### src/rtl/mem_access_pkg.sv
// Shared op codes, bus widths and FSM state encoding for the MEM pipeline stage.
package mem_access_pkg;

    localparam int MEM_OP_BUS   = 2;
    localparam int MEM_ADDR_BUS = 32;
    localparam int MEM_LEN_BUS  = 3;
    localparam int REG_BUS      = 5;
    localparam int WORD_BUS     = 32;

    localparam logic [MEM_OP_BUS-1:0] MEM_OP_NONE  = 2'd0;
    localparam logic [MEM_OP_BUS-1:0] MEM_OP_LOAD  = 2'd1;
    localparam logic [MEM_OP_BUS-1:0] MEM_OP_LOADU = 2'd2;
    localparam logic [MEM_OP_BUS-1:0] MEM_OP_STORE = 2'd3;

    typedef enum logic [1:0] {
        StIdle = 2'd0,
        StBusy = 2'd1,
        StDone = 2'd2
    } state_e;

endpackage

### src/rtl/mem_align.sv
// Byte-lane steering for stores and lane extraction plus sign/zero extension for loads.
module mem_align
    import mem_access_pkg::*;
(
    input  logic [MEM_OP_BUS-1:0]  i_op,
    input  logic [1:0]             i_offset,
    input  logic [MEM_LEN_BUS-1:0] i_len,
    input  logic [WORD_BUS-1:0]    i_wvalue,
    input  logic [WORD_BUS-1:0]    i_rdata,
    output logic                   o_legal,
    output logic [3:0]             o_be,
    output logic [WORD_BUS-1:0]    o_wdata,
    output logic [WORD_BUS-1:0]    o_rvalue
);

    logic [WORD_BUS-1:0] w_raw;
    logic                w_signed;

    always_comb begin
        w_raw    = i_rdata >> {i_offset, 3'b000};
        w_signed = (i_op == MEM_OP_LOAD);
        o_legal  = 1'b0;
        o_be     = 4'b0000;
        o_wdata  = i_wvalue;
        o_rvalue = w_raw;
        case (i_len)
            3'd1: begin
                o_legal  = 1'b1;
                o_be     = 4'b0001 << i_offset;
                o_wdata  = {4{i_wvalue[7:0]}};
                o_rvalue = {{24{w_signed & w_raw[7]}}, w_raw[7:0]};
            end
            3'd2: begin
                o_legal  = ~i_offset[0];
                o_be     = 4'b0011 << i_offset;
                o_wdata  = {2{i_wvalue[15:0]}};
                o_rvalue = {{16{w_signed & w_raw[15]}}, w_raw[15:0]};
            end
            3'd4: begin
                o_legal  = (i_offset == 2'b00);
                o_be     = 4'b1111;
                o_wdata  = i_wvalue;
                o_rvalue = w_raw;
            end
            default: begin
                o_legal = 1'b0;
            end
        endcase
    end

endmodule

### src/rtl/mem_access.sv
// MEM pipeline stage: runs one req/ack data-memory transaction per op, stalling upstream
// until the DONE cycle, where write-back data is presented for MEM/WB.
module mem_access
    import mem_access_pkg::*;
#(
    parameter int unsigned TIMEOUT = 16
) (
    input  logic                    clk,
    input  logic                    rst,
    input  logic [MEM_OP_BUS-1:0]   mem_memOp,
    input  logic [MEM_ADDR_BUS-1:0] mem_memAddr,
    input  logic [MEM_LEN_BUS-1:0]  mem_memLen,
    input  logic [REG_BUS-1:0]      mem_regDest,
    input  logic [WORD_BUS-1:0]     mem_value,
    output logic                    dmem_req,
    output logic                    dmem_we,
    output logic [MEM_ADDR_BUS-1:0] dmem_addr,
    output logic [3:0]              dmem_be,
    output logic [WORD_BUS-1:0]     dmem_wdata,
    input  logic [WORD_BUS-1:0]     dmem_rdata,
    input  logic                    dmem_ack,
    output logic                    stall_req,
    output logic [REG_BUS-1:0]      wb_regDest,
    output logic [WORD_BUS-1:0]     wb_value,
    output logic                    wb_we,
    output logic                    misalign,
    output logic                    bus_err
);

    state_e              r_state, w_state_next;
    logic                r_req, w_req_next;
    logic                r_err, w_err_next;
    logic [31:0]         r_cnt, w_cnt_next;
    logic [WORD_BUS-1:0] r_rdata, w_rdata_next;

    logic                w_memop, w_legal, w_go, w_timeout;
    logic [3:0]          w_be;
    logic [WORD_BUS-1:0] w_wdata, w_rvalue;

    mem_align u_align (
        .i_op     (mem_memOp),
        .i_offset (mem_memAddr[1:0]),
        .i_len    (mem_memLen),
        .i_wvalue (mem_value),
        .i_rdata  (r_rdata),
        .o_legal  (w_legal),
        .o_be     (w_be),
        .o_wdata  (w_wdata),
        .o_rvalue (w_rvalue)
    );

    assign w_memop   = (mem_memOp != MEM_OP_NONE);
    assign w_go      = w_memop & w_legal;
    assign w_timeout = (TIMEOUT != 0) && (r_cnt == TIMEOUT - 1);

    always_ff @(posedge clk) begin
        if (rst) begin
            r_state <= StIdle;
            r_req   <= 1'b0;
            r_err   <= 1'b0;
            r_cnt   <= '0;
            r_rdata <= '0;
        end else begin
            r_state <= w_state_next;
            r_req   <= w_req_next;
            r_err   <= w_err_next;
            r_cnt   <= w_cnt_next;
            r_rdata <= w_rdata_next;
        end
    end

    always_comb begin
        w_state_next = r_state;
        w_req_next   = r_req;
        w_err_next   = r_err;
        w_cnt_next   = r_cnt;
        w_rdata_next = r_rdata;
        unique case (r_state)
            StIdle: begin
                w_cnt_next = '0;
                w_err_next = 1'b0;
                if (w_go) begin
                    w_state_next = StBusy;
                    w_req_next   = 1'b1;
                end
            end
            StBusy: begin
                if (dmem_ack) begin
                    w_state_next = StDone;
                    w_req_next   = 1'b0;
                    w_rdata_next = dmem_rdata;
                    w_cnt_next   = '0;
                end else if (w_timeout) begin
                    w_state_next = StDone;
                    w_req_next   = 1'b0;
                    w_err_next   = 1'b1;
                    w_cnt_next   = '0;
                end else begin
                    w_cnt_next = r_cnt + 32'd1;
                end
            end
            StDone: begin
                w_state_next = StIdle;
                w_err_next   = 1'b0;
            end
            default: begin
                w_state_next = StIdle;
                w_req_next   = 1'b0;
            end
        endcase
    end

    always_comb begin
        stall_req  = 1'b0;
        wb_we      = 1'b0;
        wb_value   = '0;
        wb_regDest = mem_regDest;
        misalign   = w_memop & ~w_legal;
        unique case (r_state)
            StIdle: begin
                if (!w_memop) begin
                    wb_value = mem_value;
                    wb_we    = |mem_regDest;
                end else if (w_legal) begin
                    stall_req = 1'b1;
                end
            end
            StBusy: stall_req = 1'b1;
            StDone: begin
                // Stores and timed-out accesses retire without a register write.
                if (!r_err && mem_memOp != MEM_OP_STORE) begin
                    wb_value = w_rvalue;
                    wb_we    = |mem_regDest;
                end
            end
            default: stall_req = 1'b0;
        endcase
    end

    assign dmem_req   = r_req;
    assign dmem_we    = (mem_memOp == MEM_OP_STORE);
    assign dmem_addr  = {mem_memAddr[31:2], 2'b00};
    assign dmem_be    = w_be;
    assign dmem_wdata = w_wdata;
    assign bus_err    = r_err;

endmodule

### config.mk
export PLATFORM = sky130hd
export DESIGN_NAME = mem_access
export DESIGN_NICKNAME = d
export VERILOG_FILES = /design/src/rtl/mem_access_pkg.sv /design/src/rtl/mem_align.sv /design/src/rtl/mem_access.sv
export SDC_FILE = /design/constraint.sdc
export NUM_CORES = 1
export LEC_CHECK = 0
export ABC_AREA = 0
export CAP_MARGIN = 15
export CORE_MARGIN = 5
export CORE_UTILIZATION = 40
export CTS_BUF_LIST = sky130_fd_sc_hd__clkbuf_4
export CTS_CLUSTER_SIZE = 25
export DETAILED_ROUTE_END_ITERATION = 10
export HOLD_SLACK_MARGIN = 0.08
export PLACE_DENSITY = 0.85
export SLEW_MARGIN = 40
export SYNTH_ARGS = -nofsm -noshare
export SYNTH_HDL_FRONTEND = slang
export SYNTH_SLANG_ARGS = --single-unit
### constraint.sdc
create_clock -name clk -period 6 [get_ports clk]
set_clock_uncertainty 0.15 [all_clocks]
set_input_delay 1.2 -clock clk [delete_from_list [all_inputs] [get_ports clk]]
set_output_delay 1.2 -clock clk [all_outputs]
set_load 0.02 [all_outputs]
* Yosys cells after proc, flatten, opt, wreduce, memory -nomap -nowiden *
Index checks and enable logic that the tools add are counted.

storage, ports and cells
  flip-flop bits (word level) = 68
  input port bits = 109
  word-level logic and storage cells = 69

operators by class
  add/subtract/negate cells = 1
  equality and inequality tests = 13
  shift operators = 3
  mux-type cells = 27
  bitwise logic cells = 7
  reductions and logical operators = 13

operators by type and width
  kind                     count
  $pmux W32 S2             4
  $mux W32                 4
  $add A32 B1 Y32 const B  1
  $eq A32 B4 Y1 const B    1
  $shr A32 B5 Y32          1
  $pmux W4 S3              1
  $mux W1                  9
  $ne A2 B2 Y1 const B     4
  $mux W2                  3
  $pmux W1 S2              3
  $pmux W1 S3              2
  $reduce_and A3 Y1        2
  $reduce_bool A2 Y1       3
  $reduce_or A5 Y1         1
  $and A1 B1 Y1            4
  $eq A2 B1 Y1 const B     2
  $eq A2 B2 Y1 const B     2
  $logic_not A2 Y1         2
  $pmux W2 S2              1
  $reduce_and A2 Y1        2
  $shl A1 B2 Y4 const A    1
  $shl A2 B2 Y4 const A    1
  $eq A3 B1 Y1 const B     1
  $eq A3 B2 Y1 const B     1
  6 further kinds          8

* Depth between registers and ports, before layout *
  word-level depth = 5
  gate-level depth with buffers = 7
  gate-level depth less buffers = 6

* Modules after synthesis *
A second synthesis with hierarchy kept.

unflattened totals
  cells, all modules = 642
  area total of the unflattened synthesis = 5,013.6 µm²

by module, submodules not included
  module      instances  cells each  area an instance (µm²)  seq. area each (µm²)
  mem_access  1          433         3,524.6                 1,361.3
  mem_align   1          209         1,488.9                 0.0

* Least setup slack after synthesis *
No wires, ideal clock.

  path kind = input to output
  from = in mem_memLen[1]
  to = out wb_value[10]
  data arrival time = 2.823 ns
  slack = 1.827 ns
  stages on the path = 6
  buffers on the path = 2
  path through = buf_2 -> or3b_2 -> buf_2 -> nor3_2 -> a21oi_1 -> o21ai_0

between the ends
  word-level cells in the longest chain between the ends = 4
  elaborated cells on any way between the ends = 5
  classes of those cells = 2 x eq/ne; 3 x mux

ends and longest elaborated chain
  item                                                 RTL line           source
  start, declared                                      mem_access.sv:12   input logic [MEM_LEN_BUS-1:0] mem_memLen,
  $eq A3 B2 Y1 / $eq A3 B1 Y1 (equally long branches)  mem_align.sv:26    case (i_len)
  $pmux W32 S2 *                                       mem_align.sv:26
  $mux W32 *                                           mem_access.sv:131  if (!r_err && mem_memOp != MEM_OP_STORE) begin
  $pmux W32 S2 *                                       mem_access.sv:119  unique case (r_state)
  end, declared                                        mem_access.sv:24   output logic [WORD_BUS-1:0] wb_value,

Every way passes the cells marked *; elsewhere a longest branch is shown, timed or not.

* Final worst setup path *
  from = in mem_memOp[1]
  to = out wb_value[27]

between the ends
  word-level cells in the longest chain between the ends = 5
  elaborated cells on any way between the ends = 10
  classes of those cells = 2 x eq/ne; 4 x mux; 2 x bitwise; 2 x reduce/logical

ends and longest elaborated chain
  item                              RTL line                          source
  start, declared                   mem_access.sv:10                  input logic [MEM_OP_BUS-1:0] mem_memOp,
  $eq A2 B1 Y1                      mem_align.sv:21                   w_signed = (i_op == MEM_OP_LOAD);
  $and A1 B1 Y1 (on tied branches)  mem_align.sv:37, mem_align.sv:31
  $pmux W32 S2                      mem_align.sv:26
  $mux W32                          mem_access.sv:131
  $pmux W32 S2 *                    mem_access.sv:119

Marked as above.

==> impl_metrics.py <==
metrics = {
    "status": {
        "status": "completed",
    },
    "die": {
        "dieWidth_um": 119,
        "io_pins": 220,
        "core_sq_um": 11500,
        "start_util_pct": 41.1,
        "die_area_sq_um": 14100,
        "die_h_um": 119,
        "rows": 39,
    },
    "sta": {
        "rsz0062_at_grt": "false",
        "fin_setup_tns_ns": 0,
        "worst_slack_ns": 0.639,
        "relSlewSlack_pct": 52.2,
        "drv_slew": 0,
        "finalCritPeriodShare_pct": 89.3,
        "max_slew.worst_pin.slew_ns": 0.716,
        "fmax_ghz": 0.187,
        "hold_viol_final": 0,
        "min_period_ns": 5.36,
        "setup_viol": 0,
    },
    "routing": {
        "drt_first_pass_iters": 4,
        "vias": 4752,
        "drtIter0Drc": 369,
        "drt-vias-per-instance": 5.41,
        "drc": 0,
        "wl_per_cell_um": 17.0,
        "ant_nets": 0,
        "drt-total-wl_um": 15000,
    },
    "power_and_ir_drop": {
        "leakagePower_uw": 0.00211,
        "ir_drop_v": 0.0000965,
        "power_density_nw_per_um2": 181,
    },
    "clock_network": {
        "post_cts_resized": 0,
        "numCtsBuffers": 9,
        "clock_path_buffers": 2,
        "cts.reportedPaths.clkPinSlew_ns": 0.10,
        "cts_tree": "built",
        "cts_hold_buf": 0,
        "cts.sinks": 68,
        "htreeDepth": 3,
        "clk_latency_ns": 0.41,
        "post_cts_buffers": 0,
        "root_buffer": "clkbuf_4",
    },
    "yosys": {
        "syn-instance-count": 636,
        "ys_warn_count": 0,
        "synth_area_leader_cell": "dfxtp_1",
        "synthArstFlopShare_pct": 0,
        "ys_seq_area_share_pct": 28.8,
        "ys_seq_elements": 68,
        "syn-cell-area_sq_um": 4730,
        "ys_types": 55,
        "synth_area_leaders": "dfxtp_1 29%, a21oi_1 8.0%, nand2_1 7.9%, buf_4 7.3%, nor2_1 7.0%",
        "yosys.area.top_type_share_pct": 28.8,
        "synth_flop_cell": "dfxtp_1",
        "synth_edf_count": 0,
        "syn_avg_cell_area_sq_um": 7.44,
    },
    "worst_hold_path": {
        "hp-class": "flop to flop",
    },
    "grt": {
        "antenna_found_initial": 4,
        "grt_usage_pct": 20.4,
        "grt_pass1_wl_um": 23500,
        "grt_use_met3_pct": 5.21,
        "grt_pass1_vias": 4417,
        "grt_overflow": 0,
        "grtUsageMet2_pct": 32.8,
        "busiest_layer": "met2",
        "grt_use_met1_pct": 26.1,
        "grt_max_degree": 39,
    },
    "layout": {
        "final_common_cell": "clkdlybuf4s50_1",
        "design_area_sq_um": 6240,
        "final_nets": 839,
        "final_cell_mix": "157 x clkdlybuf4s50_1, 99 x nand2_1, 87 x nor2_1, 76 x a21oi_1, 68 x dfxtp_1",
        "synthToLayoutAreaGrowth_pct": 31.9,
        "drive_gt1_share_pct": 9.26,
    },
    "placement": {
        "dp_hpwl_um": 11600,
        "port_buffers": 157,
        "dp_slack_ns": 0.642,
        "dpl_cell_area_sq_um": 6050,
        "gp_congestion": 0.912,
    },
    "setup_path": {
        "crit_fanout": 20,
        "critPathRequiredTime_ns": 4.65,
        "cp.arrival_ns": 4.01,
        "cp-end-kind": "primary output",
        "critPathKind": "input pin to primary output",
        "critPathLaunchType": "input pin",
    },
    "job": {
        "maxCapViolations": 0,
    },
}
-- where the power goes --
group	switching (uW)	leakage, uW	internal [uW]
clock network	165	0.0000970	216
logic	143	0.00146	141
registers	6.47	0.000549	457
total	314	0.00211	814
-- logic make-up (layout without fill, tap and decap cells) --
| logic type | after synthesis | in the layout | share of synthesized area (%) |
|---|---|---|---|
| other | 1 | 3 | 0.0793 |
| muxes | 41 | 41 | 9.57 |
| and+or+nand+nor | 264 | 264 | 27.0 |
| DFF | 68 | 68 | 28.8 |
| buffers and inverters | 96 | 193 | 11.9 |
| xor gates and xnor gates | 30 | 30 | 5.55 |
| AOI/OAI and AO/OA | 135 | 135 | 16.9 |
| adders and majority gates | 1 | 1 | 0.264 |
-- through the flow --
stage,hold slack [ns],util [%],std cells,total power [uW]
3_5_place_dp,0.309,52.6,861,756
4_1_cts,0.324,54.2,877,1140
6_report,0.325,54.2,878,1130
5_1_grt,0.350,54.2,878,1170
2_1_floorplan,0.283,-,637,645
3_3_place_gp,0.296,52.5,861,754
-- sequential cells by signal (all words and copies together), names as in the netlist --
name      flops
dmem_req      1
r_state       2
bus_err       1
r_rdata      32
r_cnt        32
-- worst max-delay path, cell delays in order --
cell             delay, ns
clkdlybuf4s50_1       0.48
and2_4                0.19
or4b_4                0.63
nor4_4                0.62
a221o_1               0.27
clkdlybuf4s50_1       0.61
-- routing by layer --
layer / wire length, um / up-vias
li1: - / 2360
met1: 6490 / 2163
met2: 6870 / 177
met3: 1070 / 46
met4: 476 / 6
met5: 46 / -
-- final timing paths --
path                            from                      end  slack [ns]  cells past startpoint
max                     mem_memOp[1]             wb_value[27]        0.64                      6
min reg2reg  r_rdata[0]$_SDFFE_PP0P_  r_rdata[0]$_SDFFE_PP0P_        0.33                      2
min          r_rdata[0]$_SDFFE_PP0P_  r_rdata[0]$_SDFFE_PP0P_        0.33                      2
max reg2reg    r_cnt[0]$_SDFFE_PP0P_   r_cnt[19]$_SDFFE_PP0P_        3.83                      7
-- layout make-up --
| cell class | instances | area [sq um] |
|---|---|---|
| clock inverter | 6 | 111 |
| sequential | 68 | 1360 |
| tap | 143 | 179 |
| fill | 1067 | 5280 |
| inverter | 10 | 37.5 |
| antenna | 1 | 2.50 |
| timing repair buffer | 167 | 1650 |
| multi-input combinational | 473 | 2830 |
| clock buffer | 10 | 75.1 |
-- cell usage after synthesis, drive strengths merged (11+ instances only) --
master  count
a21oi      76
a221o      16
buf        63
clkbuf     23
dfxtp      68
mux2       24
mux2i      16
nand2     100
nand3      11
nand4      11
nor2       89
nor4       14
o21ai      27
xnor2      18
xor2       12
Note: power is estimated with default switching activity, not from simulation.
